[src/rtl/score_pkg.sv]
// Shared definitions for the score RAM arbiter slice.
//   DW_DEF / AW_DEF : default score word width and RAM address width
//   state_e         : arbiter FSM states
//   GNT_WR / GNT_RD : grant ids; also the bit index of each requester in req/gnt vectors
package score_pkg;

    localparam int DW_DEF = 8;
    localparam int AW_DEF = 4;

    typedef enum logic [2:0] {
        IDLE    = 3'd0,
        WRITE   = 3'd1,
        RD_ADDR = 3'd2,
        RD_DATA = 3'd3,
        CLEAR   = 3'd4
    } state_e;

    localparam logic GNT_WR = 1'b0;
    localparam logic GNT_RD = 1'b1;

endpackage

[src/rtl/score_rr_arb2.sv]
// Two-way round-robin picker.
//   req_i      : [GNT_WR] writer pending, [GNT_RD] reader pending
//   last_gnt_i : id of the requester served last (GNT_WR / GNT_RD)
//   gnt_o      : one-hot grant, same bit order as req_i; zero when nothing is pending
module score_rr_arb2
    import score_pkg::*;
(
    input  logic [1:0] req_i,
    input  logic       last_gnt_i,
    output logic [1:0] gnt_o
);

    always_comb begin
        gnt_o = req_i;
        // Contention: hand the slot to whoever was not served last.
        if (req_i == 2'b11) begin
            gnt_o = (last_gnt_i == GNT_RD) ? 2'b01 : 2'b10;
        end
    end

endmodule

[src/rtl/score_ram_arbiter.sv]
// Sole driver of the single-port score RAM. Shares it between the score writer
// and the display reader (round-robin) and runs a bulk-clear sweep on request.
//   Clk, Reset          : clock, synchronous active-low reset
//   WrReq/WrAddr/WrData : writer request (level), acked by a 1-cycle WrAck pulse
//   RdReq/RdAddr        : reader request (level), answered by RdValid pulse + RdData
//   ClrReq              : bulk clear; ClrBusy during the sweep, ClrDone pulse after it
//   RamAddr/RamWe/RamDin: RAM control; RamDout is the synchronous-read RAM output
// Every output comes straight from a flop, so there is no input-to-output path.
module score_ram_arbiter
    import score_pkg::*;
#(
    parameter int DW = DW_DEF,
    parameter int AW = AW_DEF
) (
    input  logic          Clk,
    input  logic          Reset,
    input  logic          WrReq,
    input  logic [AW-1:0] WrAddr,
    input  logic [DW-1:0] WrData,
    output logic          WrAck,
    input  logic          RdReq,
    input  logic [AW-1:0] RdAddr,
    output logic          RdValid,
    output logic [DW-1:0] RdData,
    input  logic          ClrReq,
    output logic          ClrBusy,
    output logic          ClrDone,
    output logic [AW-1:0] RamAddr,
    output logic          RamWe,
    output logic [DW-1:0] RamDin,
    input  logic [DW-1:0] RamDout
);

    state_e        state_q;
    logic [AW-1:0] clr_cnt_q;
    logic [AW-1:0] clr_cnt_d;
    logic          last_gnt_q;
    logic [1:0]    gnt;

    logic          wr_ack_q;
    logic          rd_valid_q;
    logic [DW-1:0] rd_data_q;
    logic          clr_busy_q;
    logic          clr_done_q;
    logic [AW-1:0] ram_addr_q;
    logic          ram_we_q;
    logic [DW-1:0] ram_din_q;

    score_rr_arb2 u_rr (
        .req_i      ({RdReq, WrReq}),
        .last_gnt_i (last_gnt_q),
        .gnt_o      (gnt)
    );

    assign clr_cnt_d = clr_cnt_q + 1'b1;

    // The RAM address/data registers double as the grant-time latches: they are
    // loaded only on the grant edge, so later input changes cannot reach the RAM.
    always_ff @(posedge Clk) begin
        if (!Reset) begin
            state_q    <= IDLE;
            clr_cnt_q  <= '0;
            last_gnt_q <= GNT_RD;
            wr_ack_q   <= 1'b0;
            rd_valid_q <= 1'b0;
            rd_data_q  <= '0;
            clr_busy_q <= 1'b0;
            clr_done_q <= 1'b0;
            ram_addr_q <= '0;
            ram_we_q   <= 1'b0;
            ram_din_q  <= '0;
        end else begin
            // Status pulses last exactly one cycle.
            wr_ack_q   <= 1'b0;
            rd_valid_q <= 1'b0;
            clr_done_q <= 1'b0;

            case (state_q)
                IDLE: begin
                    if (ClrReq) begin
                        state_q    <= CLEAR;
                        clr_cnt_q  <= '0;
                        ram_addr_q <= '0;
                        ram_din_q  <= '0;
                        ram_we_q   <= 1'b1;
                        clr_busy_q <= 1'b1;
                    end else if (gnt[GNT_WR]) begin
                        state_q    <= WRITE;
                        last_gnt_q <= GNT_WR;
                        ram_addr_q <= WrAddr;
                        ram_din_q  <= WrData;
                        ram_we_q   <= 1'b1;
                        wr_ack_q   <= 1'b1;
                    end else if (gnt[GNT_RD]) begin
                        state_q    <= RD_ADDR;
                        last_gnt_q <= GNT_RD;
                        ram_addr_q <= RdAddr;
                    end
                end
                WRITE: begin
                    ram_we_q <= 1'b0;
                    state_q  <= IDLE;
                end
                RD_ADDR: begin
                    state_q <= RD_DATA;
                end
                RD_DATA: begin
                    rd_data_q  <= RamDout;
                    rd_valid_q <= 1'b1;
                    state_q    <= IDLE;
                end
                CLEAR: begin
                    if (clr_cnt_q == {AW{1'b1}}) begin
                        state_q    <= IDLE;
                        clr_cnt_q  <= '0;
                        ram_we_q   <= 1'b0;
                        clr_busy_q <= 1'b0;
                        clr_done_q <= 1'b1;
                    end else begin
                        clr_cnt_q  <= clr_cnt_d;
                        ram_addr_q <= clr_cnt_d;
                    end
                end
                default: begin
                    state_q <= IDLE;
                end
            endcase
        end
    end

    assign WrAck   = wr_ack_q;
    assign RdValid = rd_valid_q;
    assign RdData  = rd_data_q;
    assign ClrBusy = clr_busy_q;
    assign ClrDone = clr_done_q;
    assign RamAddr = ram_addr_q;
    assign RamWe   = ram_we_q;
    assign RamDin  = ram_din_q;

endmodule

[config.mk]
export PLATFORM = sky130hd
export DESIGN_NAME = score_ram_arbiter
export DESIGN_NICKNAME = d
export VERILOG_FILES = /design/src/rtl/score_pkg.sv /design/src/rtl/score_rr_arb2.sv /design/src/rtl/score_ram_arbiter.sv
export SDC_FILE = /design/constraint.sdc
export NUM_CORES = 1
export LEC_CHECK = 0
export BUFFER_PORTS_ARGS = -buffer_cell sky130_fd_sc_hd__buf_4
export CAP_MARGIN = 0
export CORE_UTILIZATION = 35
export DETAILED_ROUTE_END_ITERATION = 12
export SYNTH_ARGS = -nofsm -noshare
export SYNTH_HDL_FRONTEND = slang
export SYNTH_SLANG_ARGS = --single-unit
[constraint.sdc]
create_clock -name Clk -period 1.9 [get_ports Clk]
set_input_delay 0.19 -clock Clk [delete_from_list [all_inputs] [get_ports Clk]]
set_output_delay 0.19 -clock Clk [all_outputs]
set_load 0.005 [all_outputs]
==> run metrics, run 1 <==
initial antenna violation count 0; fin cells 248; clock-pin slew on the worst setup and hold paths about 60 ps; clock share of power between 30% and 40%; Main synth FF type dfxtp_1; unrepaired setup endpoints after global routing false; crit path from state_q[2]; Hold-fix buffers, CTS 0; synth-to-layout area growth 35.2%; syn nets 179; sw power approximately 360 uW; routed wire length between 3000 and 4000 um; Initial Util 37.2%; largest net degree at the start of global routing 16; gpl congestion between 0.8 and 0.9; cell accounting for the most synthesized area dfxtp_1; TritonCTS clock tree done; HPWL after DPL around 2400 um; insertion delay to the later sink of the worst-skew pair ~280 ps; Die Ht 64.9 um; Cell Rows 22; I/O pin total 54; Seq/Total Area, Yosys between 40% and 50%; Critical Path Max Stage Delay 560 ps; Detailed Routing Iterations Pass 1 4; worst IR drop on VDD 0.000445 V; power share of the combinational group 15.3%; CP max stage cell or4_1; global-route wire length before repair 5210 um; synth cell count leaders 33 x dfxtp_1, 19 x nor2_1, 13 x o21ai_0; Core ar. 3720 um2; dominant cells by area after synthesis dfxtp_1 48%, mux2i_1 5.8%, nor2_1 5.2%; Tcrit/Tclk final 86.7%; cell chain of the critical path or4_1 -> and3_1 -> o21ai_0 -> a31oi_1; fmax 607 MHz; DR iter-0 viols 50; Die X between 60 and 70 um; area share of the largest cell type after synthesis 47.7%; Least-Margin Pin Slew approximately 550 ps; status finished, final reports clean; cell count after synthesis 149; FF+latch area 661 um2; Syn Area/Cell 9.29 um2; hold wc startpoint WrData[0]; Max Transition Viols Final 0; number of global-route vias before repair 1239; max_cap viols 0; clk_skew 1.43 ps; total CTS buffers 5; mapped cell area roughly 1400 um2; P per Cell Area about 780 nW/um2; Reg power frac 51.7%; Die ar. 4210 um2; LEAKAGE approximately 0.89 nW; grt ovf 0; Fill cells 338; synth warn 0; Final ANT Viol Nets 0; asr flop ratio synth 0%; post-CTS setup buffer count 0; TritonCTS Sinks 33; Ant. Diodes 0; Root Buffer clkbuf_8; Nets 229; Internal Pwr Total 1.10 mW; Crit Path Class reg2reg; multi-input logic area 654 um2; Final Hold Viols 0; Synth cell types 36; CP Launch Type flip-flop; Sw Ratio roughly 25%; Post-synth EDFFs 0; total number of vias 1274; crit path max fanout 15; # port buffers 53; count leader, synth dfxtp_1; Setup WS post-layout 253 ps; Rel. slew slack 63.3%; Worst setup EP type flip-flop; pre-CTS setup slack 290 ps; Final Critical Period 1650 ps; layout cell share with drive strength beyond 1 32.5%; Critical Path RT a little over 2000 ps; number of gates resized after cts 0; Bufs on Longest Clock Path 2; Vias/cell 5.14; setup violators final 0; Post-route DRC 0; placed cell count 240; H-Tree Depth 2; setup TNS 0 ps; Avg WL per Cell 13.1 um; Worst Path Arrival around 1800 ps; Critical R2R Launch state_q[2]; number of synthesized register bits 33; GRT Total Usage around 16%; Min-Delay Path Class in2reg
==> metrics by stage <==
step	util (%)	area [um2]	hold slack, ps	total power, mW
global placement	48.1	1790	412	0.988
floorplan	-	1380	323	0.892
finish	50.3	1870	130	1.47
detailed placement	48.1	1790	413	0.996
global route	50.3	1870	119	1.55
CTS	50.3	1870	119	1.49
==> power by group through the flow <==
| stage | Sequential, mW | Clock (mW) | Combinational (mW) |
|---|---|---|---|
| 2_1_floorplan | 0.762 | 0 | 0.130 |
| 5_1_grt | 0.762 | 0.544 | 0.244 |
| 6_report | 0.759 | 0.485 | 0.224 |
| 3_5_place_dp | 0.773 | 0 | 0.224 |
| 4_1_cts | 0.758 | 0.505 | 0.225 |
| 3_3_place_gp | 0.771 | 0 | 0.217 |
==> sequential cells by signal, indices dropped and copies added, names as in the netlist <==
register and cells:
RamDin 8, ClrDone 1, state_q 3, last_gnt_q 1, RamWe 1, RdValid 1
ClrBusy 1, RamAddr 4, RdData 8, WrAck 1, clr_cnt_q 4
==> layout make-up <==
class / instances / share of cell area [%]
sequential: 33 / 35.3
multi-input combinational: 103 / 35.0
timing repair buffer: 54 / 21.7
clock buffer: 6 / 3.88
tap: 48 / 3.21
clock inverter: 2 / 0.535
inverter: 2 / 0.401
==> worst paths after layout <==
path                      to  depth (start not counted)  slack [ps]
setup reg to reg  RamAddr[1]                          4         250
hold reg to reg    RamDin[4]                          1         480
setup / recovery  RamAddr[1]                          4         250
hold / removal     RamDin[0]                          2         130
==> worst max-delay path, delay by kind of cell (launching register included) <==
family	cells	cell delay (ps)
compound gates	2	240
flops	1	450
simple gates	2	840
==> layer usage <==
layer | up-vias | part of all wire (%) | GRT usage [%]
met5 | - | 0 | 0
met4 | 0 | 1.2 | 9.17
met3 | 4 | 4.8 | 4.23
met2 | 40 | 50 | 26.7
met1 | 593 | 44 | 19.0
li1 | 637 | - | -
==> cells in the final DEF (no fill, tap or decap), types with 2 or more instances in the layout <==
cell | netlist | layout
nor2_1 | 19 | 19
dfxtp_1 | 33 | 33
nor3_1 | 2 | 2
buf_4 | 0 | 54
a31oi_1 | 6 | 6
mux2i_1 | 8 | 8
inv_1 | 2 | 2
o21ai_0 | 13 | 13
clkbuf_8 | 0 | 5
a21oi_1 | 6 | 6
clkinv_2 | 0 | 2
nor4_1 | 2 | 2
nand3b_1 | 2 | 2
a22o_1 | 8 | 8
a21boi_0 | 4 | 4
and3_1 | 8 | 8
nand2_1 | 6 | 6
==> logic make-up (layout without fill, tap and decap cells) <==
kind of cell,after synthesis,count (layout),share of synthesized area [%]
and+or+nand+nor,49,49,18.5
AOI/OAI and AO/OA,42,42,20.0
DFF,33,33,47.7
buffers and inverters,13,64,4.97
muxes,9,9,6.60
xor gates and xnor gates,2,2,1.27
adders and majority gates,1,1,0.904
No activity file was read; power rests on OpenSTA's default activity.
==> inputs of run 2 (changes only) <==
--- a/config.mk
+++ b/config.mk
@@ -7,8 +7,11 @@
 export LEC_CHECK = 0
 export BUFFER_PORTS_ARGS = -buffer_cell sky130_fd_sc_hd__buf_4
 export CAP_MARGIN = 0
-export CORE_UTILIZATION = 35
+export CELL_PAD_IN_SITES_DETAIL_PLACEMENT = 1
+export CELL_PAD_IN_SITES_GLOBAL_PLACEMENT = 1
+export CORE_UTILIZATION = 34
 export DETAILED_ROUTE_END_ITERATION = 12
+export PLACE_DENSITY_LB_ADDON = 0.1
 export SYNTH_ARGS = -nofsm -noshare
 export SYNTH_HDL_FRONTEND = slang
 export SYNTH_SLANG_ARGS = --single-unit
==> run 2 against run 1 <==
  * Register-to-register slack lost 70 ps
  * Via count grew 1.0%
  * Clock power grew 1%
  * Routed wire length grew 13%
  * Sequential power is essentially flat
  * Non-clock buffer count is the same
  * Setup slack lost 69 ps
  * Sequential share of layout area is the same
  * Critical path depth is the same
  * Cell count is the same
  * Worst hold slack gained 0.75 ps
  * First-iteration DRC count shrank 44%
  * Critical path type unchanged
==> run metrics, run 2 (same netlist as run 1, synthesis figures left out) <==
Reg power frac 51.4% (-0.3 points); Core ar. 3770 um2 (+1.5%); Cell Rows 22 (unchanged); Root Buffer clkbuf_8; Avg WL per Cell 14.8 um (+13%); TritonCTS clock tree done; commonest non-fill, non-tap cell in the layout buf_4; H-Tree Depth 2 (unchanged); Worst setup EP type flip-flop; total number of vias 1287 (+1.0%); Min-Delay Path Class in2reg; Total Power 1.48 mW (+0.65%); number of gates resized after cts 0 (unchanged); post-CTS setup buffer count 0 (unchanged); Die X 65.8 um (+1.4%); LEAKAGE 0.889 nW (unchanged); CP Launch Type flip-flop; Crit Path Class reg2reg; # port buffers 53 (unchanged); grt ovf 0 (unchanged); initial antenna violation count 0 (unchanged); clock-pin slew on the worst setup and hold paths 70 ps (about the same); P per Cell Area 790 nW/um2 (+0.65%); I/O pin total 54 (unchanged); routed wire length 3680 um (+13%); Hold-fix buffers, CTS 0 (unchanged); Detailed Routing Iterations Pass 1 4 (unchanged); power share of the combinational group 15.3% (about the same); fmax 583 MHz (-4.0%); global-route wire length before repair 5800 um (+11%); unrepaired setup endpoints after global routing false; TritonCTS Sinks 33 (unchanged); Setup WS post-layout 184 ps (-69.0 ps); clk_skew 7.00 ps (+5.56 ps); Tcrit/Tclk final 90.3% (+3.6 points); crit path max fanout 15 (unchanged); Die Ht 65.8 um (+1.4%); clock share of power 33.3% (+0.3 points); GRT Total Usage 17.9% (+1.6 points); Internal Pwr Total 1.10 mW (about the same); HPWL after DPL 2830 um (+18%); worst IR drop on VDD 0.000525 V (+18%); Die ar. 4330 um2 (+2.8%); Post-route DRC 0 (unchanged); Worst Path Arrival 1870 ps (+70 ps); max_cap viols 0 (unchanged); Final Critical Period 1720 ps (+69.0 ps); largest net degree at the start of global routing 16 (unchanged); setup violators final 0 (unchanged); commonest cells after routing, fill and taps aside 54 x buf_4, 33 x dfxtp_1, 19 x nor2_1; setup TNS 0 ps (unchanged); Layout Utilization 49.6% (-0.73 points); Ant. Diodes 0 (unchanged); gpl congestion 0.766 (-10%); Max Transition Viols Final 0 (unchanged); pre-CTS setup slack 207 ps (-82.9 ps); layout cell share with drive strength beyond 1 32.5% (unchanged); Fill cells 431 (+28%); sw power 374 uW (+2.6%); Least-Margin Pin Slew 593 ps (+43.1 ps); DR iter-0 viols 28 (-44%); Nets 229 (unchanged); Rel. slew slack 60.4% (-2.9 points); number of global-route vias before repair 1282 (+3.5%); Final Hold Viols 0 (unchanged); status finished, final reports clean; synth-to-layout area growth 35.2% (unchanged); total CTS buffers 5 (unchanged); Final ANT Viol Nets 0 (unchanged); Vias/cell 5.19 (+1.0%); insertion delay to the later sink of the worst-skew pair 280 ps (about the same); Initial Util 36.7% (-0.54 points); Critical Path RT 2060 ps (about the same); Sw Ratio 25.3% (+0.47 points); Bufs on Longest Clock Path 2 (unchanged)
## run 2: cell counts in the layout (fill, tap and decap cells not counted)
Identical to the previous run, type by type.
## run 2: final cells by class
class	instances	area [um2]	share of cell area (%)
clock buffer	6	72.6	3.88
inverter	2	7.51	0.401
clock inverter	2	10.0	0.535
sequential	33	661	35.3
timing repair buffer	54	405	21.7
tap	48	60.1	3.21
multi-input combinational	103	654	35.0
## run 2: worst paths after layout
kind	slack, ps	startpoint	depth (start not counted)	to
worst min register to register	480	RamDin[6]	1	RamDin[6]
worst max-delay path	180	state_q[2]	4	RamAddr[1]
worst min-delay path	130	WrData[6]	2	RamDin[6]
worst max register to register	180	state_q[2]	4	RamAddr[1]
## run 2: layer usage
layer	GRT usage, %	vias to the layer above	wire length [um]
met4	5.71	0	48
li1	-	639	-
met5	0	-	0
met3	5.34	5	184
met1	20.7	616	1570
met2	31.1	27	1880
## run 2: metrics by stage
stage / hold WS (ps) / area (um2) / std cells
finish: 131 / 1870 / 248
floorplan: 323 / 1380 / 149
detailed placement: 417 / 1790 / 240
global route: 134 / 1870 / 248
global placement: 412 / 1790 / 240
CTS: 129 / 1870 / 248
## run 2: power groups by stage
stage	combinational, mW	clock, mW	sequential (mW)
finish	0.226	0.492	0.760
global route	0.250	0.536	0.764
CTS	0.229	0.507	0.759
detailed placement	0.228	0	0.774
global placement	0.218	0	0.772
floorplan	0.130	0	0.762
## run 2: worst max-delay path: stages, from the launching register on
cell and delay [ps]:
dfxtp_1 450, or4_1 570, and3_1 280, o21ai_0 230
a31oi_1 60
